[config.mk]
export PLATFORM = sky130hd
export DESIGN_NAME = btn_event_decoder_flat
export DESIGN_NICKNAME = d
export VERILOG_FILES = /design/src/rtl/btn_pkg.sv /design/src/rtl/btn_event_decoder_if.sv /design/src/rtl/btn_debounce_ch.sv /design/src/rtl/btn_event_decoder.sv /design/src/flat_wrapper.sv
export SDC_FILE = /design/constraint.sdc
export NUM_CORES = 1
export LEC_CHECK = 0
export ABC_AREA = 1
export CORE_MARGIN = 1
export CORE_UTILIZATION = 39
export DETAILED_ROUTE_END_ITERATION = 8
export SETUP_SLACK_MARGIN = 0.4
export SKIP_CTS_REPAIR_TIMING = 1
export SLEW_MARGIN = 10
export SYNTH_ARGS = -nofsm -noshare
export SYNTH_HDL_FRONTEND = slang
export SYNTH_HIERARCHICAL = 1
export SYNTH_SLANG_ARGS = --single-unit
export TNS_END_PERCENT = 20
[constraint.sdc]
create_clock -name clk -period 1.9 [get_ports clk]
set_input_delay 0.38 -clock clk [delete_from_list [all_inputs] [get_ports clk]]
set_output_delay 0.38 -clock clk [all_outputs]
set_load 0.03 [all_outputs]
[src/rtl/btn_pkg.sv]
// Shared constants for the push-button front end: channel indices, the debounce state
// encoding, and a priority helper used by the event serializer.
package btn_pkg;

  localparam int unsigned BTN_C = 0;
  localparam int unsigned BTN_U = 1;
  localparam int unsigned BTN_R = 2;
  localparam int unsigned BTN_L = 3;
  localparam int unsigned BTN_D = 4;

  typedef enum logic [1:0] {
    StLow     = 2'b00,
    StChkHigh = 2'b01,
    StHigh    = 2'b11,
    StChkLow  = 2'b10
  } deb_state_e;

  // Index of the lowest set bit; 0 when nothing is set.
  function automatic logic [2:0] lowest_idx(input logic [7:0] v);
    logic [2:0] idx;
    idx = '0;
    for (int i = 7; i >= 0; i--) begin
      if (v[i]) idx = 3'(i);
    end
    return idx;
  endfunction

endpackage

[src/rtl/btn_event_decoder_if.sv]
// Button pins in, debounced levels / pulses and serialized move events out.
interface btn_event_decoder_if #(
  parameter int unsigned N_BTN = 5
);

  logic [N_BTN-1:0] btn_raw;
  logic [N_BTN-1:0] btn_level;
  logic [N_BTN-1:0] btn_press;
  logic [N_BTN-1:0] btn_release;
  logic             evt_valid;
  logic [2:0]       evt_code;
  logic             evt_overrun;

  modport master (
    output btn_raw,
    input  btn_level, btn_press, btn_release, evt_valid, evt_code, evt_overrun
  );

  modport slave (
    input  btn_raw,
    output btn_level, btn_press, btn_release, evt_valid, evt_code, evt_overrun
  );

endinterface

[src/rtl/btn_debounce_ch.sv]
// One button channel: 2-flop synchronizer, then a 4-state stability FSM that emits
// registered press/release pulses and a debounced level.
module btn_debounce_ch
  import btn_pkg::*;
#(
  parameter int unsigned DEBOUNCE_CYCLES = 1_000_000,
  parameter int unsigned CNT_W           = 20
) (
  input  logic clk,
  input  logic rst_n,
  input  logic raw_i,
  output logic level_o,
  output logic press_o,
  output logic release_o
);

  localparam logic [CNT_W-1:0] CntMax = CNT_W'(DEBOUNCE_CYCLES);
  localparam logic [CNT_W-1:0] CntOne = CNT_W'(1);

  logic             meta_q, sync_q;
  deb_state_e       state_q, state_d;
  logic [CNT_W-1:0] cnt_q, cnt_d;
  logic             level_q, level_d;
  logic             press_q, press_d;
  logic             release_q, release_d;

  always_comb begin
    state_d   = state_q;
    cnt_d     = cnt_q;
    press_d   = 1'b0;
    release_d = 1'b0;
    unique case (state_q)
      StLow: begin
        cnt_d = '0;
        if (sync_q) begin
          state_d = StChkHigh;
          cnt_d   = CntOne;
        end
      end
      StChkHigh: begin
        if (!sync_q) begin
          state_d = StLow;
          cnt_d   = '0;
        end else if (cnt_q == CntMax) begin
          state_d = StHigh;
          cnt_d   = '0;
          press_d = 1'b1;
        end else begin
          cnt_d = cnt_q + CntOne;
        end
      end
      StHigh: begin
        cnt_d = '0;
        if (!sync_q) begin
          state_d = StChkLow;
          cnt_d   = CntOne;
        end
      end
      StChkLow: begin
        if (sync_q) begin
          state_d = StHigh;
          cnt_d   = '0;
        end else if (cnt_q == CntMax) begin
          state_d   = StLow;
          cnt_d     = '0;
          release_d = 1'b1;
        end else begin
          cnt_d = cnt_q + CntOne;
        end
      end
    endcase
    level_d = (state_d == StHigh) || (state_d == StChkLow);
  end

  always_ff @(posedge clk) begin
    if (!rst_n) begin
      meta_q    <= 1'b0;
      sync_q    <= 1'b0;
      state_q   <= StLow;
      cnt_q     <= '0;
      level_q   <= 1'b0;
      press_q   <= 1'b0;
      release_q <= 1'b0;
    end else begin
      meta_q    <= raw_i;
      sync_q    <= meta_q;
      state_q   <= state_d;
      cnt_q     <= cnt_d;
      level_q   <= level_d;
      press_q   <= press_d;
      release_q <= release_d;
    end
  end

  assign level_o   = level_q;
  assign press_o   = press_q;
  assign release_o = release_q;

endmodule

[src/rtl/btn_event_decoder.sv]
// Debounces every button and serializes accepted presses into one-cycle move events,
// lowest button index first.
module btn_event_decoder
  import btn_pkg::*;
#(
  parameter int unsigned N_BTN           = 5,
  parameter int unsigned DEBOUNCE_CYCLES = 1_000_000,
  parameter int unsigned CNT_W           = 20
) (
  input  logic               clk,
  input  logic               rst_n,
  btn_event_decoder_if.slave bus
);

  logic [N_BTN-1:0] level, press, rel;
  logic [N_BTN-1:0] pending_q, pending_d, grant;
  logic             overrun_q, overrun_d;
  logic             evt_valid_q, evt_valid_d;
  logic [2:0]       evt_code_q, evt_code_d;

  for (genvar g = 0; g < N_BTN; g++) begin : g_ch
    btn_debounce_ch #(
      .DEBOUNCE_CYCLES(DEBOUNCE_CYCLES),
      .CNT_W          (CNT_W)
    ) u_ch (
      .clk      (clk),
      .rst_n    (rst_n),
      .raw_i    (bus.btn_raw[g]),
      .level_o  (level[g]),
      .press_o  (press[g]),
      .release_o(rel[g])
    );
  end

  // The event on the outputs this cycle is the grant; it is retired at the next edge.
  always_comb begin
    grant       = pending_q & (~pending_q + N_BTN'(1));
    pending_d   = (pending_q & ~grant) | press;
    overrun_d   = overrun_q | (|(press & pending_q & ~grant));
    evt_valid_d = |pending_d;
    evt_code_d  = lowest_idx(8'(pending_d));
  end

  always_ff @(posedge clk) begin
    if (!rst_n) begin
      pending_q   <= '0;
      overrun_q   <= 1'b0;
      evt_valid_q <= 1'b0;
      evt_code_q  <= '0;
    end else begin
      pending_q   <= pending_d;
      overrun_q   <= overrun_d;
      evt_valid_q <= evt_valid_d;
      evt_code_q  <= evt_code_d;
    end
  end

  assign bus.btn_level   = level;
  assign bus.btn_press   = press;
  assign bus.btn_release = rel;
  assign bus.evt_valid   = evt_valid_q;
  assign bus.evt_code    = evt_code_q;
  assign bus.evt_overrun = overrun_q;

endmodule
[src/flat_wrapper.sv]
// flat-port wrapper written by rule: the top's interface ports become plain ports
module btn_event_decoder_flat import btn_pkg::*;
#(
  parameter int unsigned N_BTN           = 5,
  parameter int unsigned DEBOUNCE_CYCLES = 1_000_000,
  parameter int unsigned CNT_W           = 20
)
  (clk, rst_n, bus_btn_raw, bus_btn_level, bus_btn_press, bus_btn_release, bus_evt_valid, bus_evt_code, bus_evt_overrun);
  btn_event_decoder_if #(.N_BTN(N_BTN)) bus_i ();
  input  logic clk;
  input  logic rst_n;
  input wire logic [$bits(bus_i.btn_raw)-1:0] bus_btn_raw;
  output wire logic [$bits(bus_i.btn_level)-1:0] bus_btn_level;
  output wire logic [$bits(bus_i.btn_press)-1:0] bus_btn_press;
  output wire logic [$bits(bus_i.btn_release)-1:0] bus_btn_release;
  output wire logic [$bits(bus_i.evt_valid)-1:0] bus_evt_valid;
  output wire logic [$bits(bus_i.evt_code)-1:0] bus_evt_code;
  output wire logic [$bits(bus_i.evt_overrun)-1:0] bus_evt_overrun;
  assign bus_i.btn_raw = bus_btn_raw;
  assign bus_btn_level = bus_i.btn_level;
  assign bus_btn_press = bus_i.btn_press;
  assign bus_btn_release = bus_i.btn_release;
  assign bus_evt_valid = bus_i.evt_valid;
  assign bus_evt_code = bus_i.evt_code;
  assign bus_evt_overrun = bus_i.evt_overrun;
  btn_event_decoder #(.N_BTN(N_BTN), .DEBOUNCE_CYCLES(DEBOUNCE_CYCLES), .CNT_W(CNT_W)) u_core (.clk(clk), .rst_n(rst_n), .bus(bus_i));
endmodule
======== Word-level counts from Yosys, hierarchy flattened ========
Index checks and enable logic that the tools add are counted.
word-level totals
  flip-flop bits (word level) ............. 145
operators by class
  reductions and logical operators ........ 25
  bitwise operators ....................... 14
  $add $sub $neg .......................... 6
  equal/unequal tests ..................... 30
  muxes and demuxes ....................... 74
operators by type and width
  cell                                                  count
  case mux 20 bit (4 select lines)                      5
  two-way mux 20 bit                                    15
  adder 20 x 1 -> 20 bit (second input constant)        5
  equality test 20 bit (second input constant)          5
  two-way mux 2 bit                                     32
  equality test 2 bit (second input constant)           20
  case mux 2 bit (4 select lines)                       5
  AND 5 bit                                             4
  OR reduction 3 bit                                    6
  two-way mux 1 bit                                     16
  AND reduction 3 bit                                   5
  OR reduction 5 bit                                    3
  equality test 2 x 1 -> 1 bit (second input constant)  5
  logical NOT 2 bit                                     5
  inverter 5 bit                                        2
  inverter 1 bit                                        6
  adder 5 x 1 -> 5 bit (second input constant)          1
  logical OR 1 bit                                      5
  OR 5 bit                                              1
  two-way mux 3 bit                                     1
  OR reduction 2 bit                                    1
  OR 1 bit                                              1

======== Depth between registers and ports, before layout ========
Gate-level depths: netlist of the first run.
  word-level depth ........................ 10
  mapped depth ............................ 10
  gate-level depth less buffers ........... 9

======== By module ========
The synthesis of the first run kept the hierarchy.
by module, submodules not included
  module                                      cells each  times used  sequential area each (sq um)  area each (sq um)
  btn_debounce_ch at u_core.g_ch[0].u_ch ...  219         4           520.5                         1450.1
  btn_debounce_ch at u_core.g_ch[4].u_ch      194         1           540.5                         1395.1
  btn_event_decoder                           56          1           200.2                         437.9

======== Worst setup path after synthesis of the first run ========
OpenSTA, ideal clock, no wires.
  path type ............................... reg2reg
  start point ............................. register u_core.g_ch[4].u_ch.cnt_q[0]
  end point ............................... register u_core.g_ch[4].u_ch.cnt_q[15]
  clock period less this slack ............ 1.421 ns
  stages on the path, launching flop included .. 9
  path slack .............................. 0.479 ns
  data arrival time ....................... 1.306 ns
  required time ........................... 1.785 ns
  buffers on the path ..................... 1
  cells stage by stage .................... dfxtp_1 inv_1 ha_1 nand2_1 nor3_4 nand3_4 nand2_4 buf_12 nor2_2
on the way
  word-level cells in the longest chain between the ends .. 4
  elaborated cells on any way between the ends .. 6
  classes of those cells .................. 1 x add/sub; 1 x eq/ne; 4 x mux
ends and longest elaborated chain
  what                                                            line                                          text
  from (decl)                                                     btn_debounce_ch.sv:22                         logic [CNT_W-1:0] cnt_q, cnt_d;
  from (signal assigned)                                          btn_debounce_ch.sv:88                         cnt_q <= cnt_d;
  adder 20 x 1 -> 20 bit or equality test 20 bit (tied branches)  -
  two-way mux 20 bit (*)                                          btn_debounce_ch.sv:44, btn_debounce_ch.sv:63
  two-way mux 20 bit, on equally long branches                    btn_debounce_ch.sv:60, btn_debounce_ch.sv:41
  case mux 20 bit (4 select lines) (*)                            btn_debounce_ch.sv:32                         unique case (state_q)
Every way passes the cells marked *; elsewhere a longest branch is shown, timed or not.
A chain may end at the register's enable or synchronous reset.

======== Worst setup path in the final report of the first run ========
  start point ............................. register u_core.g_ch[0].u_ch.press_q
  end point ............................... output port bus_btn_press[0]
RTL lines
  what                    line                   text
  from (decl)             btn_debounce_ch.sv:24  logic press_q, press_d;
  from (signal assigned)  btn_debounce_ch.sv:90  press_q <= press_d;
  to (decl)               flat_wrapper.sv:14     output wire logic [$bits(bus_i.btn_press)-1:0] bus_btn_press;
No word-level cell between the ends.

==> impl_metrics.tcl, run 1 <==
set metrics [dict create \
    syn_area_um2 7634 \
    antenna_found_initial 0 \
    crit_arrival_ns 1.26 \
    syn_avg_cell_area_um2 6.779 \
    wl_um 16330 \
    hold_start "rst_n" \
    r2r_cells 9 \
    max_freq_mhz 610.2 \
    worst-path-buf-inv 1 \
    cellLeakagePower_nw 3.347 \
    worstSetupPathType "reg2out" \
    cts_buffers 17 \
    dp.cells 1405 \
    min_path_cells 5 \
    grt_max_degree 21 \
    post-route-period-util_pct 86.25 \
    drt-wirelength-per-cell_um 11.30 \
    detailed_place_hpwl_um 11960 \
    skew_ns 0.006918 \
    syn_nets 1143 \
    port_buffers 26 \
    pre_cts_ws_ns 0.2862 \
    syn_inst 1126 \
    fin_util_pct 46.63 \
    syn_to_final_growth_pct 15.78 \
    place.gp.congestion 0.8509 \
    timing.critical_path.fanout_max 4 \
    ys_warn_count 6 \
    drv_slew 0 \
    hold_class "in2reg" \
    clk_pin_slew_ns 0.06 \
    clock_latency_ns 0.42 \
    start_util_pct 40.27 \
    cp_slowest_cell "dfxtp_1" \
    clockBufferDepth 2 \
    synth_cell_types 32 \
    hold_viol_final 0 \
    vias_per_cell 4.469 \
    cp_top_family "flip-flops" \
    min_period_ns 1.639 \
    firstDrtPassIters 4 \
    die-width_um 141.9 \
    dieArea_um2 20140 \
    reg2reg_to "u_core/g_ch[2].u_ch/cnt_q[13]$_SDFF_PN0_" \
    min_to "u_core/g_ch[4].u_ch/cnt_q[0]$_SDFF_PN0_" \
    drive_gt1_share_pct 15.71 \
    cts-root-buf "clkbuf_16" \
    ys_ff_latch 141 \
    setup_violations 0 \
    start_kind "flop" \
    pin_count 27 \
    relSlewSlack_pct 76.31 \
    status "finished, final reports clean" \
    finalNonFillerCells 1445 \
    rsz0062_at_grt "true" \
    cp_slowest_stage_delay_ns 0.49 \
    fp.dieH_um 141.9 \
    via_count 6458 \
    grt_use_total_pct 16.74 \
    numClockSinks 141 \
    rrSetupSlack_ns 0.31 \
    finalWorstSetupSlack_ns 0.2613 \
    htree_num_levels 4 \
    grt_pass1_wl_um 26860 \
    cp-end-kind "primary output" \
    grt-ovfl-total 0 \
    path_cells "dlymetal6s2s_1" \
    row_count 50 \
    grt_pass1_vias 5895 \
    critical_path_required_ns 1.52 \
    power.density_nw_per_um2 709.2 \
    reg2reg_from "u_core/g_ch[2].u_ch/cnt_q[0]$_SDFF_PN0_" \
    vdd_drop_max_v 0.0006465 \
    cp_num_cells 1 \
    core_area_um2 18960 \
    layout.nets 1188 \
    mostFrequentLayoutCells "303 x nand2_1, 230 x nor2_1, 137 x inv_1, 136 x dfxtp_1, 52 x nand3_1" \
    max_cap_violations 0 \
    ys_seq_area_share_pct 36.98 \
    drc 0 \
    worst_pin_slew_ns 0.3516 \
    drt_iter0_markers 316 \
    final_common_cell "nand2_1" \
    cts_tree "yes" \
    antenna_left 0 \
]
[area by class of cell]
type                    count  area [um^2]
fillers                  1941        10120
multi-input cells         826         4185
flip-flops and latches    141         2834
inverters                 150        584.3
clock buffers              18        439.2
repair buffers             34        325.3
well taps                 260        325.3
clock inverters            14        133.9
repair inverters            1        8.758
diodes                      1        2.502
[stage by stage]
stage          hold WS [ns]  power [mW]  setup TNS, ns  cell area [um^2]
3_5_place_dp         0.4021       3.140              0              8109
2_1_floorplan        0.3900       3.106              0              7634
4_1_cts              0.3431       6.384        -0.4148              8682
6_report             0.4112       6.268              0              8838
5_1_grt              0.4308       6.513              0              8836
3_3_place_gp         0.3960       3.139              0              8109
[worst max-delay path by stage]
stage,startpoint,endpoint
3_3_place_gp,u_core/g_ch[0].u_ch/press_o$_SDFF_PN0_,bus_btn_press[0]
6_report,u_core/g_ch[0].u_ch/press_o$_SDFF_PN0_,bus_btn_press[0]
4_1_cts,u_core/g_ch[0].u_ch/press_o$_SDFF_PN0_,bus_btn_press[0]
5_1_grt,u_core/g_ch[2].u_ch/cnt_q[0]$_SDFF_PN0_,u_core/g_ch[2].u_ch/press_o$_SDFF_PN0_
3_5_place_dp,u_core/g_ch[4].u_ch/cnt_q[0]$_SDFF_PN0_,u_core/g_ch[4].u_ch/cnt_q[11]$_SDFF_PN0_
2_1_floorplan,u_core/g_ch[4].u_ch/cnt_q[0]$_SDFF_PN0_,u_core/g_ch[4].u_ch/cnt_q[15]$_SDFF_PN0_
[kinds of logic after synthesis]
logic type               count (synthesis)  share of synthesized area, %
XOR/XNOR                                42                         4.819
buffers and inverters                  160                         9.195
adder cells (fa/ha/maj)                 10                         1.639
AO/OA/AOI/OAI                           58                         4.475
AND/OR/NAND/NOR                        715                         42.89
flip-flops                             141                         36.98
[state kept, by name (all words and copies together) (netlist names)]
register / cells
u_core/bus.evt_valid: 1
u_core/g_ch.u_ch/state_q: 10
u_core/g_ch.u_ch/meta_q: 5
u_core/g_ch.u_ch/sync_q: 5
u_core/g_ch.u_ch/level_o: 1
u_core/bus.evt_code: 3
u_core/pending_q: 5
u_core/g_ch.u_ch/press_o: 5
u_core/g_ch.u_ch/release_o: 5
u_core/bus.evt_overrun: 1
u_core/g_ch.u_ch/cnt_q: 100
[per-layer routing]
layer | global-route usage [%] | vias up | share of wire [%]
met1 | 21.40 | 2835 | 49
met4 | 6.735 | 0 | 1.7
met5 | 0 | - | 0
met2 | 27.15 | 88 | 46
li1 | - | 3514 | -
met3 | 3.881 | 21 | 3.5
[report_power, final]
group / internal, mW / switching, mW
logic: 0.0353 / 0.0557
registers: 2.97 / 0.0148
clock network: 1.85 / 1.34
[synth_stat cells]
cell / instances / area (um^2)
a21oi_1: 18 / 90.09
xor2_1: 33 / 289.0
inv_4: 4 / 25.02
o21bai_2: 1 / 11.26
nand3b_1: 4 / 30.03
nor2_1: 232 / 870.8
nand2_4: 3 / 33.78
xnor2_1: 9 / 78.83
nand2_1: 304 / 1141
buf_4: 1 / 7.510
a21oi_2: 2 / 17.52
nand3_4: 1 / 17.52
nor2_2: 51 / 319.1
inv_2: 7 / 26.28
o21ai_0: 22 / 110.1
nor2_4: 28 / 315.3
clkbuf_2: 4 / 20.02
clkinv_2: 1 / 5.000
nand4_1: 8 / 50.05
nor3_1: 6 / 30.03
o211ai_1: 1 / 7.510
a21o_1: 1 / 7.510
o21bai_1: 13 / 97.59
dfxtp_1: 141 / 2823
nand2_2: 16 / 100.1
nand3b_2: 4 / 45.04
nand3_2: 4 / 40.04
inv_1: 138 / 518.0
ha_1: 10 / 125.1
nor3_4: 1 / 16.27
nand3_1: 53 / 265.3
buf_12: 5 / 100.1
No activity file was read; power rests on OpenSTA's default activity.
==> inputs of run 2 (changes only) <==
Settings changed: CORE_UTILIZATION 39 to 43, SLEW_MARGIN 10 to default.
==> impl_metrics.tcl, run 2 (synthesized netlist as in run 1, its figures left out) <==
set metrics [dict create \
    min_period_ns 1.582 \
    fin_util_pct 50.63 \
    drv_slew 0 \
    grt_pass1_vias 5784 \
    port_buffers 26 \
    vias_per_cell 4.588 \
    drt-wirelength-per-cell_um 11.18 \
    hold_class "in2reg" \
    detailed_place_hpwl_um 11630 \
    htree_num_levels 4 \
    layout.nets 1184 \
    power.density_nw_per_um2 710.4 \
    largest_register "u_core/g_ch.u_ch/cnt_q" \
    start_kind "flop" \
    largestRegisters "u_core/g_ch.u_ch/cnt_q x100, u_core/g_ch.u_ch/state_q x10" \
    clockBufferDepth 2 \
    max_cap_violations 0 \
    core_area_um2 17300 \
    drt_iter0_markers 297 \
    hold_viol_final 0 \
    skew_ns 0.01724 \
    vdd_drop_max_v 0.0006667 \
    largest_reg_flops 100 \
    power_mw 6.221 \
    row_count 48 \
    wl_um 15710 \
    via_count 6446 \
    clk_pin_slew_ns 0.06 \
    drive_gt1_share_pct 16.95 \
    dieArea_um2 18290 \
    firstDrtPassIters 5 \
    start_util_pct 44.13 \
    cts_buffers 17 \
    max_freq_mhz 632.2 \
    power_frac_seq_pct 47.9 \
    relSlewSlack_pct 75.16 \
    antenna_left 0 \
    swShare_pct 23.56 \
    p_sw_mw 1.465 \
    fin_area_um2 8757 \
    rrSetupSlack_ns 0.32 \
    setup_violations 0 \
    worstSetupPathType "reg2reg" \
    grt_max_degree 20 \
    grt_use_total_pct 18.03 \
    insertedDiodeCount 0 \
    critical_path_required_ns 2.20 \
    fp.dieH_um 135.2 \
    die-width_um 135.2 \
    placed_cell_area_um2 8065 \
    power.internal_mw 4.755 \
    place.gp.congestion 0.8666 \
    cts_tree "yes" \
    worst_pin_slew_ns 0.3720 \
    post-route-period-util_pct 83.26 \
    numClockSinks 141 \
    grt_pass1_wl_um 26160 \
    combinationalPowerShare_pct 1.5 \
    cellLeakagePower_nw 3.279 \
    mostFrequentLayoutCells "300 x nand2_1, 222 x nor2_1, 136 x inv_1, 134 x dfxtp_1, 54 x nor2_2" \
    pre_cts_ws_ns 0.3164 \
    timing.critical_path.fanout_max 15 \
    pwr-share-clk_pct 50.6 \
    pin_count 27 \
    rsz0062_at_grt "true" \
    antenna_found_initial 0 \
    status "finished, final reports clean" \
    syn_to_final_growth_pct 14.72 \
    final_common_cell "nand2_1" \
    cp-end-kind "flop" \
    clock_latency_ns 0.43 \
    grt-ovfl-total 0 \
    drc 0 \
    cts-root-buf "clkbuf_16" \
    crit_arrival_ns 1.88 \
    finalWorstSetupSlack_ns 0.3182 \
]
==> run 2: worst max-delay path: stages, from the launching register on <==
cell     delay [ns]
dfxtp_1        0.35
inv_1          0.09
ha_1           0.14
nand2_1        0.05
nor2_1         0.14
nand3_1        0.14
nor2_4         0.17
nor2_4         0.06
inv_4          0.23
nor2_1         0.08
==> run 2: worst paths after layout <==
check,depth (start not counted),endpoint,from
min,3,u_core/g_ch[1].u_ch/meta_q$_SDFF_PN0_,rst_n
max,9,u_core/g_ch[3].u_ch/cnt_q[13]$_SDFF_PN0_,u_core/g_ch[3].u_ch/cnt_q[0]$_SDFF_PN0_
min reg2reg,2,u_core/g_ch[1].u_ch/sync_q$_SDFF_PN0_,u_core/g_ch[1].u_ch/meta_q$_SDFF_PN0_
max reg2reg,9,u_core/g_ch[3].u_ch/cnt_q[13]$_SDFF_PN0_,u_core/g_ch[3].u_ch/cnt_q[0]$_SDFF_PN0_
==> run 2: final cells by class <==
type                       instances  area (um^2)
clock buffer                      18        439.2
clock inverter                    14        123.9
fill                            1756         8539
inverter                         150        586.8
multi-input combinational        825         4215
sequential                       141         2839
tap                              225        281.5
timing repair buffer              31        262.8
timing repair inverter             1        8.758
==> run 2: routing by layer <==
metal / track usage, % / share of wire [%] / vias up
li1: - / - / 3503
met1: 24.18 / 51 / 2834
met2: 27.75 / 44 / 93
met3: 4.714 / 3.5 / 16
met4: 6.492 / 1.5 / 0
met5: 0 / 0 / -
==> run 2: power by group through the flow <==
stage,logic [mW],clock network [mW],registers [mW]
2_1_floorplan,0.0573,0,3.05
3_3_place_gp,0.0875,0,3.05
3_5_place_dp,0.0879,0,3.05
4_1_cts,0.0883,3.25,2.98
5_1_grt,0.105,3.37,2.98
6_report,0.0908,3.15,2.98
==> run 2: through the flow <==
stage | TNS, ns | cells | hold WS [ns]
2_1_floorplan | 0 | 1126 | 0.3900
3_3_place_gp | 0 | 1370 | 0.3905
3_5_place_dp | 0 | 1370 | 0.3975
4_1_cts | -0.2523 | 1402 | 0.2553
5_1_grt | 0 | 1405 | 0.2838
6_report | 0 | 1405 | 0.2556
